## src/rtl/bus_master.sv

```systemverilog
// rtl/bus_master.sv - Wishbone single-transfer bus master with timeout and registered outputs
module bus_master #(
    parameter int ADR_WIDTH = 16,
    parameter int DAT_WIDTH = 64,
    parameter int TIMEOUT   = 255
) (
    input  logic                 clk_i,
    input  logic                 rst_i,
    input  logic                 req_i,
    input  logic                 we_i,
    input  logic [ADR_WIDTH-1:0] adr_i,
    input  logic [DAT_WIDTH-1:0] wdat_i,
    output logic                 busy_o,
    output logic                 done_o,
    output logic                 err_o,
    output logic                 timeout_o,
    output logic [DAT_WIDTH-1:0] rdat_o,
    output logic                 m_cyc_o,
    output logic                 m_stb_o,
    output logic                 m_we_o,
    output logic [ADR_WIDTH-1:0] m_adr_o,
    output logic [DAT_WIDTH-1:0] m_dat_o,
    input  logic [DAT_WIDTH-1:0] m_dat_i,
    input  logic                 m_ack_i,
    input  logic                 m_err_i
);

    // Counter just wide enough to hold TIMEOUT; it saturates there instead of wrapping.
    localparam int CNT_W = (TIMEOUT < 1) ? 1 : $clog2(TIMEOUT + 1);
    localparam logic [CNT_W-1:0] CNT_MAX = CNT_W'(TIMEOUT);

    typedef enum logic [1:0] {
        IDLE    = 2'd0,
        STROBE  = 2'd1,
        RELEASE = 2'd2
    } state_t;

    state_t               state, state_d;
    logic [CNT_W-1:0]     cnt, cnt_d;
    logic                 busy_d, done_d, err_d, timeout_d;
    logic                 cyc_d, stb_d, we_d;
    logic [ADR_WIDTH-1:0] adr_d;
    logic [DAT_WIDTH-1:0] dat_d, rdat_d;

    // Register the state and every output so nothing combinational reaches the ports.
    always_ff @(posedge clk_i or negedge rst_i) begin
        if (!rst_i) begin
            state     <= IDLE;
            cnt       <= '0;
            busy_o    <= 1'b0;
            done_o    <= 1'b0;
            err_o     <= 1'b0;
            timeout_o <= 1'b0;
            rdat_o    <= '0;
            m_cyc_o   <= 1'b0;
            m_stb_o   <= 1'b0;
            m_we_o    <= 1'b0;
            m_adr_o   <= '0;
            m_dat_o   <= '0;
        end else begin
            state     <= state_d;
            cnt       <= cnt_d;
            busy_o    <= busy_d;
            done_o    <= done_d;
            err_o     <= err_d;
            timeout_o <= timeout_d;
            rdat_o    <= rdat_d;
            m_cyc_o   <= cyc_d;
            m_stb_o   <= stb_d;
            m_we_o    <= we_d;
            m_adr_o   <= adr_d;
            m_dat_o   <= dat_d;
        end
    end

    // Next-state and next-output logic; everything holds by default and done is a single pulse.
    always_comb begin
        state_d   = state;
        cnt_d     = cnt;
        busy_d    = busy_o;
        done_d    = 1'b0;
        err_d     = err_o;
        timeout_d = timeout_o;
        rdat_d    = rdat_o;
        cyc_d     = m_cyc_o;
        stb_d     = m_stb_o;
        we_d      = m_we_o;
        adr_d     = m_adr_o;
        dat_d     = m_dat_o;
        case (state)
            IDLE: begin
                if (req_i) begin
                    adr_d   = adr_i;
                    we_d    = we_i;
                    dat_d   = wdat_i;
                    cyc_d   = 1'b1;
                    stb_d   = 1'b1;
                    busy_d  = 1'b1;
                    cnt_d   = '0;
                    state_d = STROBE;
                end
            end
            STROBE: begin
                if (m_err_i) begin
                    // Error takes priority over a coincident ack; read data is not trusted.
                    cyc_d     = 1'b0;
                    stb_d     = 1'b0;
                    done_d    = 1'b1;
                    err_d     = 1'b1;
                    timeout_d = 1'b0;
                    state_d   = RELEASE;
                end else if (m_ack_i) begin
                    cyc_d     = 1'b0;
                    stb_d     = 1'b0;
                    done_d    = 1'b1;
                    err_d     = 1'b0;
                    timeout_d = 1'b0;
                    if (!m_we_o) begin
                        rdat_d = m_dat_i;
                    end
                    state_d   = RELEASE;
                end else if (cnt == CNT_MAX) begin
                    cyc_d     = 1'b0;
                    stb_d     = 1'b0;
                    done_d    = 1'b1;
                    err_d     = 1'b1;
                    timeout_d = 1'b1;
                    state_d   = RELEASE;
                end else begin
                    cnt_d = cnt + CNT_W'(1);
                end
            end
            RELEASE: begin
                // One guaranteed stb-low cycle before IDLE can accept the next request.
                cyc_d   = 1'b0;
                stb_d   = 1'b0;
                busy_d  = 1'b0;
                state_d = IDLE;
            end
            default: begin
                state_d = IDLE;
            end
        endcase
    end

endmodule

```

## config.mk

```make
export PLATFORM = sky130hd
export DESIGN_NAME = bus_master
export DESIGN_NICKNAME = d
export VERILOG_FILES = /design/src/rtl/bus_master.sv
export SDC_FILE = /design/constraint.sdc
export NUM_CORES = 1
export LEC_CHECK = 0
export ABC_AREA = 1
export CORE_UTILIZATION = 37
export DETAILED_ROUTE_END_ITERATION = 8
export PLACE_DENSITY = 0.76
export SETUP_SLACK_MARGIN = 0.15
export SLEW_MARGIN = 20
export SYNTH_ARGS = -nofsm -noshare
export SYNTH_HDL_FRONTEND = slang
export SYNTH_SLANG_ARGS = --single-unit
```

## constraint.sdc

```tcl
create_clock -name clk_i -period 1.59 [get_ports clk_i]
set_clock_uncertainty 0.15 [all_clocks]
set_input_delay 0.159 -clock clk_i [delete_from_list [all_inputs] [get_ports clk_i]]
set_output_delay 0.159 -clock clk_i [all_outputs]
set_load 0.02 [all_outputs]
```

==> impl_metrics.py <==
metrics = {
    "status": {
        "status": "finished with violations",
        "violations": "negative setup slack",
    },
    "timing": {
        "report.final.setup_viol": 101,
        "relSlewSlack_pct": 75.53,
        "drv_slew": 0,
        "finalWorstPathRequiredPeriod_ps": 1764,
        "unrepaired_setup_endpoints_after_global_routing": "true",
        "fmax_mhz": 566.8,
        "final_hold_viol_count": 0,
        "final_critical_path_setup_slack_ps": -174.4,
        "tightest_slew_ps": 365.7,
        "final_min_period_over_clock_period_pct": 111.0,
    },
    "yosys": {
        "async_flop_share_pct": 100.0,
        "synth-compound-area-share_pct": 0.4274,
        "yosysMostFrequentCell": "sky130_fd_sc_hd__nand2_1",
        "syn-instance-count": 743,
        "synth_largest_area_cell": "sky130_fd_sc_hd__dfrtp_1",
        "synth_enable_flop_cells": 0,
        "synth_top_cell_area_share_pct": 62.16,
        "postSynth.topFlopCell": "sky130_fd_sc_hd__dfrtp_1",
        "synthXorXnorAreaFrac_pct": 0.1360,
        "synth.yosys.seq_area_share_pct": 62.16,
        "synth.mux.area_fraction_pct": 0,
        "main_combinational_cell_family_by_area_after_synthesis": "simple AND/OR/NAND/NOR gates",
        "synthSimpleGateAreaFrac_pct": 31.72,
        "number_of_register_bits_inferred_by_synthesis": 160,
        "synth-warning-count": 0,
        "post_synth_most_frequent_cells": "sky130_fd_sc_hd__nand2_1, sky130_fd_sc_hd__dfrtp_1, sky130_fd_sc_hd__nand3_1",
        "yosys.cell_types.count": 18,
        "post_synth_fa_ha_maj_area_fraction_pct": 1.360,
        "synth.cell_area_sq_um": 6441,
        "synth_nets": 900,
        "syn_avg_cell_area_sq_um": 8.669,
        "synthTopCellsByArea": "sky130_fd_sc_hd__dfrtp_1, sky130_fd_sc_hd__nand2_1, sky130_fd_sc_hd__nand3_1",
    },
    "layout": {
        "area.sequential_sq_um": 4005,
        "filler_cell_count": 1234,
        "area_growth_pct": 81.31,
        "drive_gt1_share_pct": 28.76,
        "finalNetCount": 1260,
        "antennaDiodeCount": 0,
        "multi_input_comb_area_sq_um": 2663,
        "finalInstanceArea_sq_um": 11680,
    },
    "floorplan": {
        "die_height_microns": 133.9,
        "die_area_sq_um": 17940,
        "floorplan.die.width_microns": 133.9,
        "placement_rows": 47,
        "num_io_pins": 301,
        "fp.coreArea_sq_um": 16820,
        "start_util_pct": 38.30,
    },
    "critical_path": {
        "worstPathArrival_ps": 1920,
        "critical_path.slowest_cell": "sky130_fd_sc_hd__dfrtp_1",
        "cp_common_cell": "sky130_fd_sc_hd__nand2_1",
        "timing.critical_path.to_type": "register",
        "critical_path.max_fanout": 13,
        "crit_path_cell_trace": "inv_2 > ha_4 > inv_4 > nor3b_4 > buf_6 > nand2_4 > buf_12 > nand2_1 > nand2_1",
        "timing.critical_path.slowest_cell_delay_ps": 390,
        "criticalPathCategory": "reg2reg",
        "cp.required_ps": 1740,
        "timing.reg2reg.worst_path_depth": 9,
        "worstSetupStartpointType": "register",
    },
    "detailed_routing": {
        "drtPass1Iterations": 4,
        "drc_markers": 0,
        "avgRoutedWirePerCell_microns": 18.32,
        "avgViaCountPerCell": 4.891,
        "via_count": 6534,
        "drt.antenna.violating_nets": 0,
        "postRouteWirelength_microns": 24480,
        "drt-initial-drc-count": 296,
    },
    "place": {
        "placed_area_sq_um": 9901,
        "half_perimeter_wire_length_after_placement_microns": 13400,
        "pre_cts_ws_ps": -111.4,
        "gpl.final_weighted_congestion": 0.8562,
        "placement.io_buffers": 300,
    },
    "global_route": {
        "grt_use_total_pct": 25.39,
        "grt_use_met3_pct": 8.277,
        "global_route_wire_length_before_repair_microns": 34730,
        "first_global_vias": 6400,
        "met1_usage_pct": 29.92,
        "top_usage_layer": "met2",
        "grt_overflow": 0,
        "grt_antenna_before_repair": 0,
        "grt_start_max_net_pins": 62,
        "groute.layer.met2.usage_pct": 44.01,
    },
    "pwr": {
        "totalPowerFinal_mw": 23.35,
        "total_leakage_power_nw": 5.818,
        "power_density_nw_per_um2": 1999,
        "max-vdd-ir-drop_uv": 1059,
    },
    "hold_path": {
        "hold_class": "in2async",
    },
    "flow_run": {
        "maxCapViolCount": 0,
    },
    "clocking": {
        "tritoncts": "done",
        "cts-root-to-sink-buffers": 2,
        "htree_levels": 4,
        "root_buffer": "sky130_fd_sc_hd__clkbuf_16",
        "cts.sinks": 160,
        "path_clk_slew_ps": 70,
        "cts_inserted_buffers": 17,
        "insertion_delay_ps": 420,
    },
}
cell usage in the layout (no fill, tap or decap), types with 2 or more instances in the layout:
cell type / synthesis / layout
sky130_fd_sc_hd__nor2_1: 16 / 12
sky130_fd_sc_hd__clkbuf_8: 0 / 3
sky130_fd_sc_hd__buf_4: 2 / 18
sky130_fd_sc_hd__clkdlybuf4s15_1: 0 / 54
sky130_fd_sc_hd__inv_6: 0 / 2
sky130_fd_sc_hd__nand2_4: 0 / 11
sky130_fd_sc_hd__a21oi_4: 0 / 2
sky130_fd_sc_hd__nand3_1: 74 / 38
sky130_fd_sc_hd__clkdlybuf4s15_2: 0 / 21
sky130_fd_sc_hd__inv_4: 0 / 3
sky130_fd_sc_hd__ha_1: 7 / 4
sky130_fd_sc_hd__nand2_8: 0 / 2
sky130_fd_sc_hd__ha_4: 0 / 2
sky130_fd_sc_hd__bufinv_16: 0 / 4
sky130_fd_sc_hd__clkinv_4: 0 / 4
sky130_fd_sc_hd__buf_12: 0 / 11
sky130_fd_sc_hd__nand2_2: 1 / 48
sky130_fd_sc_hd__buf_6: 5 / 17
sky130_fd_sc_hd__clkbuf_2: 0 / 72
sky130_fd_sc_hd__clkbuf_16: 0 / 28
sky130_fd_sc_hd__bufbuf_16: 0 / 3
sky130_fd_sc_hd__inv_1: 17 / 8
sky130_fd_sc_hd__buf_8: 0 / 4
sky130_fd_sc_hd__nand2_1: 421 / 362
sky130_fd_sc_hd__dfrtp_1: 160 / 159
sky130_fd_sc_hd__dlygate4sd2_1: 0 / 2
sky130_fd_sc_hd__inv_2: 0 / 5
sky130_fd_sc_hd__nand3_2: 0 / 35
sky130_fd_sc_hd__buf_16: 0 / 13
sky130_fd_sc_hd__clkdlybuf4s50_1: 0 / 148
sky130_fd_sc_hd__clkinvlp_4: 0 / 2
sky130_fd_sc_hd__nor2_2: 0 / 3
sky130_fd_sc_hd__buf_2: 15 / 2
final cells by class:
type,instances,share of cell area [%]
flip-flops and latches,160,34.29
repair buffers,377,34.20
multi-input cells,529,22.80
clock buffers,21,4.028
well taps,220,2.357
clock inverters,11,1.532
inverters,17,0.7178
repair inverters,1,0.07499
worst max-delay path, delay by kind of cell, from the launching register on:
kind          cells  cell delay [ps]
fa+ha+maj         1              150
buf+inv           4              500
flops             1              390
simple gates      4              460
path summary, 6_finish.rpt:
check                      slack [ps]                       to                    from
max                              -170    rdat_o[6]$_DFFE_PN0P_    state[1]$_DFFE_PN0P_
min                                50  m_dat_o[16]$_DFFE_PN0P_                   rst_i
max reg2reg                      -170    rdat_o[6]$_DFFE_PN0P_    state[1]$_DFFE_PN0P_
min reg2reg                       320   rdat_o[43]$_DFFE_PN0P_  rdat_o[43]$_DFFE_PN0P_
max in group asynchronous         710   rdat_o[25]$_DFFE_PN0P_                   rst_i
min in group clk_i                110  m_adr_o[12]$_DFFE_PN0P_               adr_i[12]
per-layer routing:
metal | vias to the layer above | part of all wire, % | wire [microns]
li1 | 3027 | - | -
met1 | 3141 | 37 | 8943
met2 | 315 | 51 | 12530
met3 | 51 | 9.3 | 2276
met4 | 0 | 3.0 | 728
met5 | - | 0 | 0
sequential cells by signal, indices dropped and copies added, names as in the netlist:
signal and cells:
busy_o 1, m_we_o 1, m_adr_o 16, m_dat_o 64, err_o 1, timeout_o 1, m_stb_o 1, done_o 1
state 2, cnt 8, rdat_o 64
per-stage QoR:
stage,setup TNS (ps),instances,utilization (%),hold slack [ps]
2_1_floorplan,0,743,-,-286.6
3_3_place_gp,-2197,1254,58.87,-74.22
3_5_place_dp,-5905,1254,58.87,-71.72
4_1_cts,-7108,1309,66.58,43.46
5_1_grt,-17250,1336,69.44,63.29
6_report,-10150,1336,69.44,47.98
power breakdown:
part	switching [mW]	total, mW	internal (mW)
sequential	1.27	7.26	5.99
combinational	6.71	11.6	4.89
clock	1.72	4.49	2.77
timing repair:
action,4_1_cts,5_1_grt
hold endpoints to repair,160,0
pin swaps,8,29
resized for setup,362,204
hold buffers,1,0
setup buffers,6,13
cloned,16,14
setup endpoints to repair,310,241
cells by family (layout without fill, tap and decap cells):
| kind of cell | count (synthesis) | in the layout |
|---|---|---|
| buf+inv | 55 | 427 |
| compound gates | 5 | 5 |
| flops | 160 | 160 |
| xor+xnor | 1 | 1 |
| simple gates | 515 | 516 |
| fa+ha+maj | 7 | 7 |
Power figures use the tool's default switching activity.
==> RTL change 1 (same flow settings) <==
Reset style: synchronous (`rst_i`), changed in one clocked block.
--- a/src/rtl/bus_master.sv
+++ b/src/rtl/bus_master.sv
@@ -43,7 +43,7 @@
     logic [DAT_WIDTH-1:0] dat_d, rdat_d;
 
     // Register the state and every output so nothing combinational reaches the ports.
-    always_ff @(posedge clk_i or negedge rst_i) begin
+    always_ff @(posedge clk_i) begin
         if (!rst_i) begin
             state     <= IDLE;
             cnt       <= '0;
Function: differs if rst_i is asserted again (counterexample within 4 cycles, from zero or initial values and one cycle with rst_i low); with rst_i held inactive, the same outputs for 4 cycles.
==> RTL change 1 against the unedited design <==
- the run still ends with negative setup slack left
- area after synthesis is 9.0% lower
- sequential cell count stayed put
- power is 33% lower
- wire length hardly changed
- final area is 2.6% higher
- core utilization is 8.8 points higher
- setup slack better by 0.027 ns
- die area is 8.8% lower
- critical path type unchanged
==> RTL change 1: results (changes against the unedited design) <==
Status
  – Violations in the final reports: negative setup slack
  – Result of the run: finished with violations

Clock tree
  – Count of buffers added by post-CTS timing repair for setup: 25 (+19)
  – Post_cts resized: 411 (+14%)

Power
  – Net switching component of the power: 5.546 mW (-43%)
  – Clk power: 3.95 mW (-12%)
  – Power in sequential cells: 5.04 mW (-31%)
  – Combinational power: 6.68 mW (-42%)
  – Worst-case vdd ir drop: 1.350 mV (+28%)

Final layout
  – Share of final-layout standard cells stronger than drive strength 1: 35.66% (+6.9 points)
  – Count of filler cells inserted in the layout: 1002 (-19%)
  – Layout Nets: 1291 (+2.5%)

Synth
  – Adder-cell share of the synthesized area: 1.493% (+0.13 points)
  – Largest cells by area after synthesis: dfxtp_1 55%, nor2_1 20%, o21ai_0 7.7%, o21ai_1 5.1%, nand2_1 2.2%
  – Mean instance size in the synthesized netlist: 7.646 um2 (-12%)
  – Share of the synthesized area in compound gates (AO/OA/AOI/OAI): 13.61% (+13 points)
  – Synth Net Count: 924 (+2.7%)
  – Sequential-to-total area share from yosys stat: 54.62% (-7.5 points)
  – Number of different library cells in the post-synthesis netlist: 22 (+4)

STA
  – Worst slew slack as a fraction of its limit: 69.74% (-5.8 points)
  – Setup TNS after final layout: -10.23 ns (-0.08380 ns)
  – Fin worst setup slack: -0.1470 ns (+0.02735 ns)
  – # setup viols final: 147 (+46%)

Worst setup path
  – Critical Path Max Stage Delay: 0.34 ns (-0.05 ns)
  – Maximum fanout along the worst path: 6 (-7)

Routing
  – Overall routed net length: 24500 um (about the same)
  – Sum of routed wire segments on met1: 8871 um (-0.81%)
  – Drt first-iter violations: 292 (-1.4%)
  – Wire length on met2: 12710 um (+1.4%)
  – Vias: 6751 (+3.3%)

Placement
  – Worst-case setup slack after placement: -0.2810 ns (-0.1696 ns)
  – HPWL Detailed: 12010 um (-10%)
  – Placement-stage cell area: 0.009218 mm2 (-6.9%)

GRT
  – Global-route total usage across every layer: 27.31% (+1.9 points)
  – First-pass GRT wire length: 34200 um (-1.5%)
  – M2 GR Usage: 50.32% (+6.3 points)
  – Met3 Use GR: 8.973% (+0.70 points)
  – Maximum number of pins on one net before global-route repair: 54 (-13%)
  – Vias in the first global route: 6548 (+2.3%)
  – Met1 track demand over resource in global routing: 28.44% (-1.5 points)
-- RTL change 1: worst paths after layout --
| kind | from | to | depth (start not counted) |
|---|---|---|---|
| worst max-delay path | state[1] | m_dat_o[15] | 10 |
| worst max register to register | state[1] | m_dat_o[15] | 10 |
| worst min-delay path | m_dat_i[35] | rdat_o[35] | 3 |
| worst min register to register | err_o | err_o | 2 |
-- RTL change 1: final cells by class --
class	count	area, um2	area share, %
Timing Repair Buffer	396	4414	36.85
Multi-Input combinational cell	534	3383	28.24
Sequential cell	160	3212	26.81
Clock buffer	19	432.9	3.614
Tap cell	211	264.0	2.204
Clock inverter	13	130.1	1.086
Inverter	24	123.9	1.034
Timing Repair inverter	1	20.02	0.1671
-- RTL change 1: cell families (layout without fill, tap and decap cells) --
kind of cell,after synthesis,after routing
AO/OA/AOI/OAI,159,159
adder cells (fa/ha/maj),7,7
buffers and inverters,74,453
flip-flops,160,160
AND/OR/NAND/NOR,367,368
==> RTL change 2 (same settings) <==
Without the edit above. Change the parameter `ADR_WIDTH` from 16 to 32.
--- a/src/rtl/bus_master.sv
+++ b/src/rtl/bus_master.sv
@@ -1,6 +1,6 @@
 // rtl/bus_master.sv - Wishbone single-transfer bus master with timeout and registered outputs
 module bus_master #(
-    parameter int ADR_WIDTH = 16,
+    parameter int ADR_WIDTH = 32,
     parameter int DAT_WIDTH = 64,
     parameter int TIMEOUT   = 255
 ) (
Ports: changed (resized adr_i and m_adr_o); port bits go from 301 to 333. The function was not compared with the original's and may differ.
==> RTL change 2 against the unedited design <==
- the flow still finishes with violations (negative setup slack)
- count of clock-buffer cells in the layout fell by 2
- sequential cell count increased by 16
- combinational power rose by 3%
- wire length shrank 4.1%
- final cell count grew 7.0%
- area after synthesis is 9.1% higher
- final area up 4.3%
- core utilization fell by 4.1 points
- first-iteration DRC count rose by 3.0%
- setup slack better by 0.078 ns
- power rose by 2.8%
==> RTL change 2: results (changes against the unedited design) <==
Synth
  – Sequential-to-total area share from yosys stat: 62.68% (+0.52 points)
  – Share of the synthesized area in compound gates (AO/OA/AOI/OAI): 0.3917% (-0.036 points)
  – Post-Synthesis Cells: 810 (+9.0%)
  – Parity-gate share of the synthesized area counting xor and xnor cells: 0.1246% (-0.011 points)
  – Share of the synthesized area in the top cell type: 62.68% (+0.52 points)
  – Commonest cells in the synthesized netlist: 469 x nand2_1, 176 x dfrtp_1, 74 x nand3_1

Routing
  – Vias: 6784 (+3.8%)
  – Vias per inst: 4.747 (-2.9%)

Power
  – Reported leakage power: 6.101 nW (+4.9%)
  – Net switching component of the power: 9.979 mW (+2.9%)
  – Power in sequential cells: 7.87 mW (+8.4%)

Placement
  – Worst-case setup slack after placement: -0.1416 ns (-0.03014 ns)
  – Buffers added on ports: 332 (+11%)
  – HPWL Detailed: 14880 um (+11%)

GRT
  – M2 GR Usage: 39.42% (-4.6 points)
  – Global-route total usage across every layer: 23.42% (-2.0 points)
  – First-pass GRT wire length: 35670 um (+2.7%)
  – Vias in the first global route: 6830 (+6.7%)

Status
  – Result of the run: finished with violations
  – Violations in the final reports: negative setup slack

STA
  – # setup viols final: 132 (+31%)
  – Setup TNS after final layout: -5.930 ns (+4.219 ns)
  – Fin worst setup slack: -0.09586 ns (+0.07850 ns)
  – Worst slew slack as a fraction of its limit: 68.06% (-7.5 points)

Clock tree
  – Count of buffers added by post-CTS timing repair for setup: 10 (+4)

Worst setup path
  – Data arrival time of the critical path: 1.85 ns (-0.07 ns)

Final layout
  – Largest registers: m_dat_o x64, rdat_o x64, m_adr_o x32
-- RTL change 2: cell types whose count changed in the layout (fill, tap and decap cells not counted), sizes merged, moves of 5 or more --
cell	delta
inv	+5
clkdlybuf4s15	+66
dlygate4sd2	+9
clkdlybuf4s50	+16
nand2	+47
dfrtp	+16
buf	-8
clkbuf	-70
-- RTL change 2: path summary, 6_finish.rpt --
check / cells after the start / slack [ns] / startpoint / to
setup / recovery: 9 / -0.1 / state[1] / rdat_o[25]
hold / removal: 2 / 0.09 / rst_i / m_adr_o[0]
setup reg to reg: 9 / -0.1 / state[1] / rdat_o[25]
hold reg to reg: 2 / 0.32 / rdat_o[10] / rdat_o[10]
max in group asynchronous: 3 / 0.62 / rst_i / rdat_o[40]
min in group clk_i: 3 / 0.11 / wdat_i[33] / m_dat_o[33]
-- RTL change 2: area by class of cell --
type	count	area share [%]
clock buffers	19	3.555
clock inverters	12	1.038
inverters	17	0.6472
multi-input cells	576	21.54
flip-flops and latches	176	36.17
well taps	234	2.404
repair buffers	395	34.64
